### src/rtl/ir_nec_tx.sv
// NEC infrared transmitter.
// Sends a 32-bit word as a full NEC frame, or sends a repeat code. Each frame
// or repeat code is followed by an idle gap. The first bit sent is the LSB,
// which is the packing the IR receive path expects. The outputs are a mark
// envelope and a carrier-modulated LED drive, and both are registered.
module ir_nec_tx #(
  parameter int UNIT_CYC     = 28125,
  parameter int CARRIER_DIV  = 1316,
  parameter int CARRIER_HIGH = 438,
  parameter int GAP_UNITS    = 72
) (
  input  logic        clk,
  input  logic        rst_n,
  input  logic        start,
  input  logic        repeat_req,
  input  logic [31:0] tx_data,
  output logic        busy,
  output logic        done,
  output logic        ir_env,
  output logic        ir_tx
);

  localparam int UW      = $clog2(UNIT_CYC > 1 ? UNIT_CYC : 2);
  localparam int MAX_UNT = (GAP_UNITS > 16) ? GAP_UNITS : 16;
  localparam int NW      = $clog2(MAX_UNT + 1);
  localparam int CW      = $clog2(CARRIER_DIV > 1 ? CARRIER_DIV : 2);

  localparam logic [2:0] S_IDLE       = 3'd0;
  localparam logic [2:0] S_LEAD_MARK  = 3'd1;
  localparam logic [2:0] S_LEAD_SPACE = 3'd2;
  localparam logic [2:0] S_BIT_MARK   = 3'd3;
  localparam logic [2:0] S_BIT_SPACE  = 3'd4;
  localparam logic [2:0] S_STOP_MARK  = 3'd5;
  localparam logic [2:0] S_GAP        = 3'd6;

  logic [2:0]    state_q, state_d;
  logic [UW-1:0] cyc_q, cyc_d;
  logic [NW-1:0] units_q, units_d;
  logic [NW-1:0] tgt_units;
  logic [31:0]   sr_q, sr_d;
  logic [5:0]    bit_q, bit_d;
  logic          rpt_q, rpt_d;
  logic [CW-1:0] car_q, car_d;
  logic          busy_q, done_q, env_q, tx_q;
  logic          done_d, mark_d, enter_mark, unit_end, state_end;

  // Number of units the current state lasts.
  always_comb begin
    tgt_units = NW'(1);
    case (state_q)
      S_LEAD_MARK:  tgt_units = NW'(16);
      S_LEAD_SPACE: tgt_units = rpt_q ? NW'(4) : NW'(8);
      S_BIT_MARK:   tgt_units = NW'(1);
      S_BIT_SPACE:  tgt_units = sr_q[0] ? NW'(3) : NW'(1);
      S_STOP_MARK:  tgt_units = NW'(1);
      S_GAP:        tgt_units = NW'(GAP_UNITS);
      default:      tgt_units = NW'(1);
    endcase
  end

  assign unit_end  = (cyc_q == UW'(UNIT_CYC - 1));
  assign state_end = unit_end && (units_q == (tgt_units - NW'(1)));

  // Next-state logic: request acceptance, unit timing and frame sequencing.
  always_comb begin
    state_d = state_q;
    cyc_d   = cyc_q;
    units_d = units_q;
    sr_d    = sr_q;
    bit_d   = bit_q;
    rpt_d   = rpt_q;
    done_d  = 1'b0;
    if (state_q == S_IDLE) begin
      cyc_d   = '0;
      units_d = '0;
      if (start) begin
        state_d = S_LEAD_MARK;
        sr_d    = tx_data;
        bit_d   = '0;
        rpt_d   = 1'b0;
      end else if (repeat_req) begin
        state_d = S_LEAD_MARK;
        rpt_d   = 1'b1;
      end
    end else begin
      if (unit_end) begin
        cyc_d   = '0;
        units_d = units_q + NW'(1);
      end else begin
        cyc_d = cyc_q + UW'(1);
      end
      if (state_end) begin
        units_d = '0;
        case (state_q)
          S_LEAD_MARK:  state_d = S_LEAD_SPACE;
          S_LEAD_SPACE: state_d = rpt_q ? S_STOP_MARK : S_BIT_MARK;
          S_BIT_MARK:   state_d = S_BIT_SPACE;
          S_BIT_SPACE: begin
            sr_d = sr_q >> 1;
            if (bit_q == 6'd31) begin
              bit_d   = '0;
              state_d = S_STOP_MARK;
            end else begin
              bit_d   = bit_q + 6'd1;
              state_d = S_BIT_MARK;
            end
          end
          S_STOP_MARK:  state_d = S_GAP;
          S_GAP: begin
            state_d = S_IDLE;
            done_d  = 1'b1;
          end
          default:      state_d = S_IDLE;
        endcase
      end
    end
  end

  // Carrier phase: restarts on every mark entry so each mark opens high.
  always_comb begin
    mark_d     = (state_d == S_LEAD_MARK) || (state_d == S_BIT_MARK) ||
                 (state_d == S_STOP_MARK);
    enter_mark = mark_d && (state_d != state_q);
    if (enter_mark || (car_q == CW'(CARRIER_DIV - 1))) begin
      car_d = '0;
    end else begin
      car_d = car_q + CW'(1);
    end
  end

  // State, counters and registered outputs.
  always_ff @(posedge clk or negedge rst_n) begin
    if (!rst_n) begin
      state_q <= S_IDLE;
      cyc_q   <= '0;
      units_q <= '0;
      sr_q    <= '0;
      bit_q   <= '0;
      rpt_q   <= 1'b0;
      car_q   <= '0;
      busy_q  <= 1'b0;
      done_q  <= 1'b0;
      env_q   <= 1'b0;
      tx_q    <= 1'b0;
    end else begin
      state_q <= state_d;
      cyc_q   <= cyc_d;
      units_q <= units_d;
      sr_q    <= sr_d;
      bit_q   <= bit_d;
      rpt_q   <= rpt_d;
      car_q   <= car_d;
      busy_q  <= (state_d != S_IDLE);
      done_q  <= done_d;
      env_q   <= mark_d;
      tx_q    <= mark_d && (32'(car_d) < CARRIER_HIGH);
    end
  end

  assign busy   = busy_q;
  assign done   = done_q;
  assign ir_env = env_q;
  assign ir_tx  = tx_q;

endmodule
### config.mk
export PLATFORM = sky130hd
export DESIGN_NAME = ir_nec_tx
export DESIGN_NICKNAME = d
export VERILOG_FILES = /design/src/rtl/ir_nec_tx.sv
export SDC_FILE = /design/constraint.sdc
export NUM_CORES = 1
export LEC_CHECK = 0
export CORE_ASPECT_RATIO = 0.8
export CORE_UTILIZATION = 58
export DETAILED_ROUTE_END_ITERATION = 10
export PLACE_DENSITY = 0.81
export SLEW_MARGIN = 30
export SYNTH_ARGS = -nofsm -noshare
export SYNTH_HDL_FRONTEND = slang
export SYNTH_SLANG_ARGS = --single-unit
### constraint.sdc
create_clock -name clk -period 3.4 [get_ports clk]
set_input_delay 0.68 -clock clk [delete_from_list [all_inputs] [get_ports clk]]
set_output_delay 0.68 -clock clk [all_outputs]
set_load 0.03 [all_outputs]
==> out/metrics.cfg, run 1 <==
[place]
dp_hpwl_mm = 5.70
io_buffers = 39
gp_congestion = 0.882
dp_slack_ns = 0.644

[logic_synthesis]
ys_seq_elements = 79
yosys.area.top_type = dfrtp_1
async_flop_share = 1.00
syn_area_per_cell_sq_um = 10.1
synth-main-ff-cell = dfrtp_1
syn-cell-area_sq_um = 4190
synth_cells = 415
synth_nets = 456
ys_types = 61
synth_area_leaders = dfrtp_1, o221a_1, or2_2, nor2_1, xnor2_1
yosysTopAreaCellShare = 0.472
yosysSeqAreaShare = 0.472
synth-edff-count = 0
ys_warn_count = 0

[drt]
drt-pass1-iter-count = 4
ant_nets = 0
wl_per_cell_um = 15.8
drt-initial-drc-count = 205
wirelength_mm = 8.51
viasPerCell = 6.01
drc = 0
vias = 3232

[worst_setup_path]
crit_path_end_kind = flop
slowest_delay_ns = 0.66
worstSetupPathType = reg2reg
r2r_cells = 7
ff2ff_setup_slack_ns = 0.61
cp-start-kind = flop
required_ns = 3.69
r2r_end = sr_q[18]
slowest_stage = dfrtp_1
crit_arrival_ns = 3.08
critPathMaxFanout = 21
crit_path_cell_trace = nor3b_4, a31oi_1, a22oi_2, nand3_1, o21ai_2, buf_12, o221a_1
worstReg2RegStart = state_q[2]

[power]
p_switching_mw = 0.373
intPower_mw = 1.56
ir_drop_v = 0.000229
pwr-share-seq = 0.486
power_density_nw_per_um2 = 396
p_comb_frac = 0.031
p_leak_nw = 1.99
swShare = 0.193
power_mw = 1.93
p_clk_frac = 0.483

[clock_network]
cts_setup_buffers = 0
cts_made_buffers = 9
cts_tree = built
clock-root-buffer = clkbuf_8
cts-hold-fix-buffers = 0
clk_pin_slew_ns = 0.09
cts_max_path_buffers = 2
htreeDepth = 3
worstSkewPairLatency_ns = 0.36
post_cts_resize_count = 0
clock-sinks = 79

[finish]
nNetsFinal = 487
final_common_cell = dfrtp_1
final.fill_count = 516
final_cell_mix = dfrtp_1, nor2_1, clkdlybuf4s50_1, nand2_1, or2_2
drive_gt1_frac = 0.137
area_growth_pct = 16.5
insertedDiodeCount = 0

[sta]
min_period_ns = 2.79
finalCritPeriodShare = 0.821
slew_viol_final = 0
finalSetupViolations = 0
tns_ns = 0
hold_viol = 0
fin_skew_ns = 0.0167
max_freq_mhz = 358
setup_slack_ns = 0.610
rsz0062_at_grt = false
relSlewSlack = 0.537
max_slew.worst_pin.slew_ns = 0.694

[die]
core-area_sq_um = 6930
ios = 40
rows = 27
die_y_um = 78
die_area_sq_um = 7570
die_w_um = 97
initial_utilization = 0.605

[global_routing]
grtUsageTotal = 0.245
grt_max_degree = 80
grt_pass1_wl_mm = 14.8
grt_overflow_total = 0
first_global_vias = 3138
antenna_found_initial = 0

[min_path]
hold_path_class = in2async

[run_status]
status = finished, final reports clean

[run]
drv_cap = 0

## worst max path at each step
| stage | startpoint | to | slack, ns |
|---|---|---|---|
| floorplan | state_q[0] | sr_q[17] | 1.20 |
| global placement | state_q[2] | sr_q[27] | 0.74 |
| detailed placement | state_q[2] | sr_q[26] | 0.64 |
| CTS | state_q[2] | bit_q[4] | 0.61 |
| global route | state_q[2] | bit_q[4] | 0.35 |
| finish | state_q[2] | sr_q[18] | 0.61 |
## cells by family (layout without fill, tap and decap cells)
| group | Yosys count | in the layout | synth area share |
|---|---|---|---|
| AOI/OAI and AO/OA | 86 | 86 | 0.182 |
| xor gates and xnor gates | 25 | 25 | 0.0523 |
| adders and majority gates | 5 | 5 | 0.0149 |
| buffers and inverters | 34 | 70 | 0.0391 |
| DFF | 79 | 79 | 0.472 |
| muxes | 5 | 5 | 0.0122 |
| and+or+nand+nor | 181 | 181 | 0.228 |
## state kept, by name, summed over array words and instances (netlist names), 3 cells and up
name / count
sr_q: 32
cyc_q: 15
car_q: 11
units_q: 7
bit_q: 6
state_q: 3
## power groups by stage
| stage | sequential [mW] | combinational [mW] | clock [mW] |
|---|---|---|---|
| 2_1_floorplan | 0.958 | 0.00154 | 0 |
| 3_3_place_gp | 0.957 | 0.0595 | 0 |
| 3_5_place_dp | 0.957 | 0.0601 | 0 |
| 4_1_cts | 0.939 | 0.0602 | 0.947 |
| 5_1_grt | 0.939 | 0.0656 | 0.982 |
| 6_report | 0.939 | 0.0590 | 0.933 |
## through the flow
step	hold WS [ns]	cell area, sq um	instances	utilization
after floorplan	0.384	4190	415	-
after detailed placement	0.475	4600	522	0.665
after global routing	0.365	4880	538	0.704
after global placement	0.464	4600	522	0.665
after CTS	0.487	4870	538	0.704
final	0.334	4880	538	0.704
## final cells by class
class | count | area [sq um] | share of cell area
tap | 87 | 109 | 0.0223
multi-input combinational | 302 | 2050 | 0.420
timing repair buffer | 43 | 434 | 0.0890
inverter | 11 | 41.3 | 0.00846
clock buffer | 11 | 141 | 0.0290
sequential | 79 | 1980 | 0.405
clock inverter | 5 | 129 | 0.0264
## synthesized netlist by cell type (all sizes together) (3+ instances only)
cell and n:
o31ai 3, inv 11, a21o 3, mux2i 4, o221a 31, a31oi 4, nand4 11, o21ai 13
nand2 31, o211ai 3, dfrtp 79, nor3 8, nand2b 3, nor2 48, or2 31, nor4 3
and3 7, ha 5, a21oi 7, nor3b 4, clkbuf 11, xor2 11, buf 12, xnor2 14
nand3 21
## layer usage
metal  part of all wire  GRT usage  vias to the layer above  wire length [um]
li1                   -          -                     1577                 -
met5                  0          0                        -                 0
met4              0.014     0.0851                        0               121
met3              0.049     0.0793                       17               414
met1               0.48      0.334                     1543              4080
met2               0.46      0.370                       95              3900
## worst max-delay path, delay by kind of cell (launching register included)
| family | cells | cell delay [ns] |
|---|---|---|
| AND/OR/NAND/NOR | 2 | 0.68 |
| AO/OA/AOI/OAI | 4 | 1.15 |
| flip-flops | 1 | 0.66 |
| buffers and inverters | 1 | 0.23 |
No activity file was read; power rests on OpenSTA's default activity.
==> run 2, diff against run 1 <==
Settings changed: CORE_UTILIZATION 58 to 52, PLACE_DENSITY 0.81 to 0.76.
Clock period 3.4 ns to 2.4 ns, I/O delays scaled along.
==> out/metrics.cfg, run 2 (synthesis results as in run 1) <==
[global_routing]
grt_use_met1 = 0.303  ; -0.0311
globalRouteMet3Util = 0.0598  ; -0.0195
grt_pass1_wl_mm = 14.4  ; -2.5%
grt_overflow_total = 0  ; unchanged
top_usage_layer = met2
antenna_found_initial = 0  ; unchanged
grtUsageTotal = 0.223  ; -0.0229
first_global_vias = 3055  ; -2.6%
grt_max_degree = 42  ; -48%
met2_usage = 0.359  ; -0.0114

[power]
ir_drop_v = 0.000422  ; +85%
power_density_nw_per_um2 = 498  ; +26%
power_mw = 2.47  ; +28%
p_leak_nw = 2.03  ; +1.6%

[finish]
drive_gt1_frac = 0.166  ; +0.0288
top_regs = sr_q x32, cyc_q x15, car_q x11
final_area_sq_um = 4960  ; +1.7%
largest_register = sr_q
insertedDiodeCount = 0  ; unchanged
final_common_cell = dfrtp_1
area_growth_pct = 18.5
largest_register_ffs = 32  ; unchanged
final.fill_count = 626  ; +21%
nNetsFinal = 500  ; +2.7%
final_cell_mix = dfrtp_1, nor2_1, clkdlybuf4s50_1, nand2_1, or2_2
final_core_util = 0.653  ; -0.0515
stdcell_count = 568  ; +5.6%

[worst_setup_path]
worstReg2RegStart = state_q[0]
worstSetupPathType = reg2reg
crit_path_cell_trace = buf_4, nor3b_1, o21ai_0, a22oi_2, and3_4, buf_4, a31oi_1, a211o_1
slowest_stage = dfrtp_1
crit_arrival_ns = 2.51  ; -0.57 ns
critPathMaxFanout = 11  ; -48%
required_ns = 2.63  ; -1.06 ns
crit_top_cell = buf_4
slowest_delay_ns = 0.45  ; -0.21 ns
crit_path_end_kind = flop
cp-start-kind = flop
crit_start = state_q[0]

[sta]
min_period_ns = 2.27  ; -0.516 ns
max_freq_mhz = 440  ; +23%
fin_skew_ns = 0.00890  ; -0.00778 ns
relSlewSlack = 0.668  ; +0.130
rsz0062_at_grt = false
slew_viol_final = 0  ; unchanged
hold_ws_ns = 0.0912  ; -0.242 ns
max_slew.worst_pin.slew_ns = 0.499  ; -0.195 ns
finalSetupViolations = 0  ; unchanged
setup_slack_ns = 0.126  ; -0.484 ns
tns_ns = 0  ; unchanged
finalCritPeriodShare = 0.947  ; +0.127
hold_viol = 0  ; unchanged

[clock_network]
clock-root-buffer = clkbuf_8
cts_made_buffers = 9  ; unchanged
cts_tree = built
htreeDepth = 3  ; unchanged
worstSkewPairLatency_ns = 0.35  ; about the same
clk_pin_slew_ns = 0.08  ; about the same
clock-sinks = 79  ; unchanged
cts_max_path_buffers = 2  ; unchanged
cts-hold-fix-buffers = 0  ; unchanged

[place]
dp_hpwl_mm = 5.90  ; +3.4%
gp_congestion = 0.863  ; -2.2%
dp.cells = 552  ; +5.7%
dpl_cell_area_sq_um = 4730  ; +2.7%
io_buffers = 39  ; unchanged
dp_slack_ns = -0.0541  ; -0.698 ns

[drt]
ant_nets = 0  ; unchanged
drc = 0  ; unchanged
drt-initial-drc-count = 242  ; +18%
vias = 3280  ; +1.5%
wl_per_cell_um = 15.2  ; -3.8%
viasPerCell = 5.77  ; -3.9%
wirelength_mm = 8.65  ; +1.6%
drt-pass1-iter-count = 5  ; +1

[min_path]
hold_path_class = in2async

[run_status]
status = finished, final reports clean

[die]
die_w_um = 102  ; +5.5%
core-area_sq_um = 7600  ; +9.8%
die_area_sq_um = 8420  ; +11%
die_y_um = 82.3  ; +5.5%
ios = 40  ; unchanged
rows = 28  ; +3.7%
initial_utilization = 0.551  ; -0.0538

[run]
drv_cap = 0  ; unchanged

==> run 2: cell types whose count changed in the layout (fill, tap and decap cells not counted), sizes merged <==
cell	change
nand3	+1
clkinv	+2
bufinv	-2
clkinvlp	+1
buf	+12
clkbuf	-2
==> run 2: worst max-delay path, delay by kind of cell (launching register included) <==
family / cells / cell delay [ns]
AO/OA/AOI/OAI: 4 / 0.86
buffers and inverters: 2 / 0.39
AND/OR/NAND/NOR: 2 / 0.46
flip-flops: 1 / 0.45
==> run 2: final cells by class <==
cell class                 count  area (sq um)  area share
clock buffer                   9           124      0.0250
tap                          105           131      0.0265
timing repair buffer          55           533       0.107
multi-input combinational    303          2070       0.417
inverter                      11          41.3     0.00832
clock inverter                 6          86.3      0.0174
sequential                    79          1980       0.399
==> run 2: timing repair <==
item                                    4_1_cts  5_1_grt
resized for setup                             2        3
endpoints found under the setup margin       21       40
endpoints found under the hold margin         0        0
setup buffers                                 0        0
gates cloned                                  1        0
pin swaps                                     1        1
==> run 2: path summary, 6_finish.rpt <==
check                      depth (start not counted)    endpoint  slack (ns)
max                                                8    bit_q[3]        0.13
min reg2reg                                        1    car_q[0]        0.48
max reg2reg                                        8    bit_q[3]        0.13
min                                                1  units_q[4]        0.09
min in group clk                                   1    car_q[0]        0.48
max in group asynchronous                          2    sr_q[14]        1.72
==> run 2: routing by layer <==
| metal | share of wire | up-vias | wire length, um |
|---|---|---|---|
| li1 | - | 1603 | - |
| met1 | 0.48 | 1582 | 4110 |
| met2 | 0.46 | 84 | 4000 |
| met3 | 0.053 | 11 | 456 |
| met4 | 0.0090 | 0 | 78 |
| met5 | 0 | - | 0 |
==> run 2: power by group <==
part	total, mW	leakage, nW	switching, mW	internal, mW
clock network	1.05	0.105	0.474	0.578
registers	1.33	1.04	0	1.33
logic	0.0892	0.884	0.0356	0.0536
total	2.47	2.03	0.510	1.96
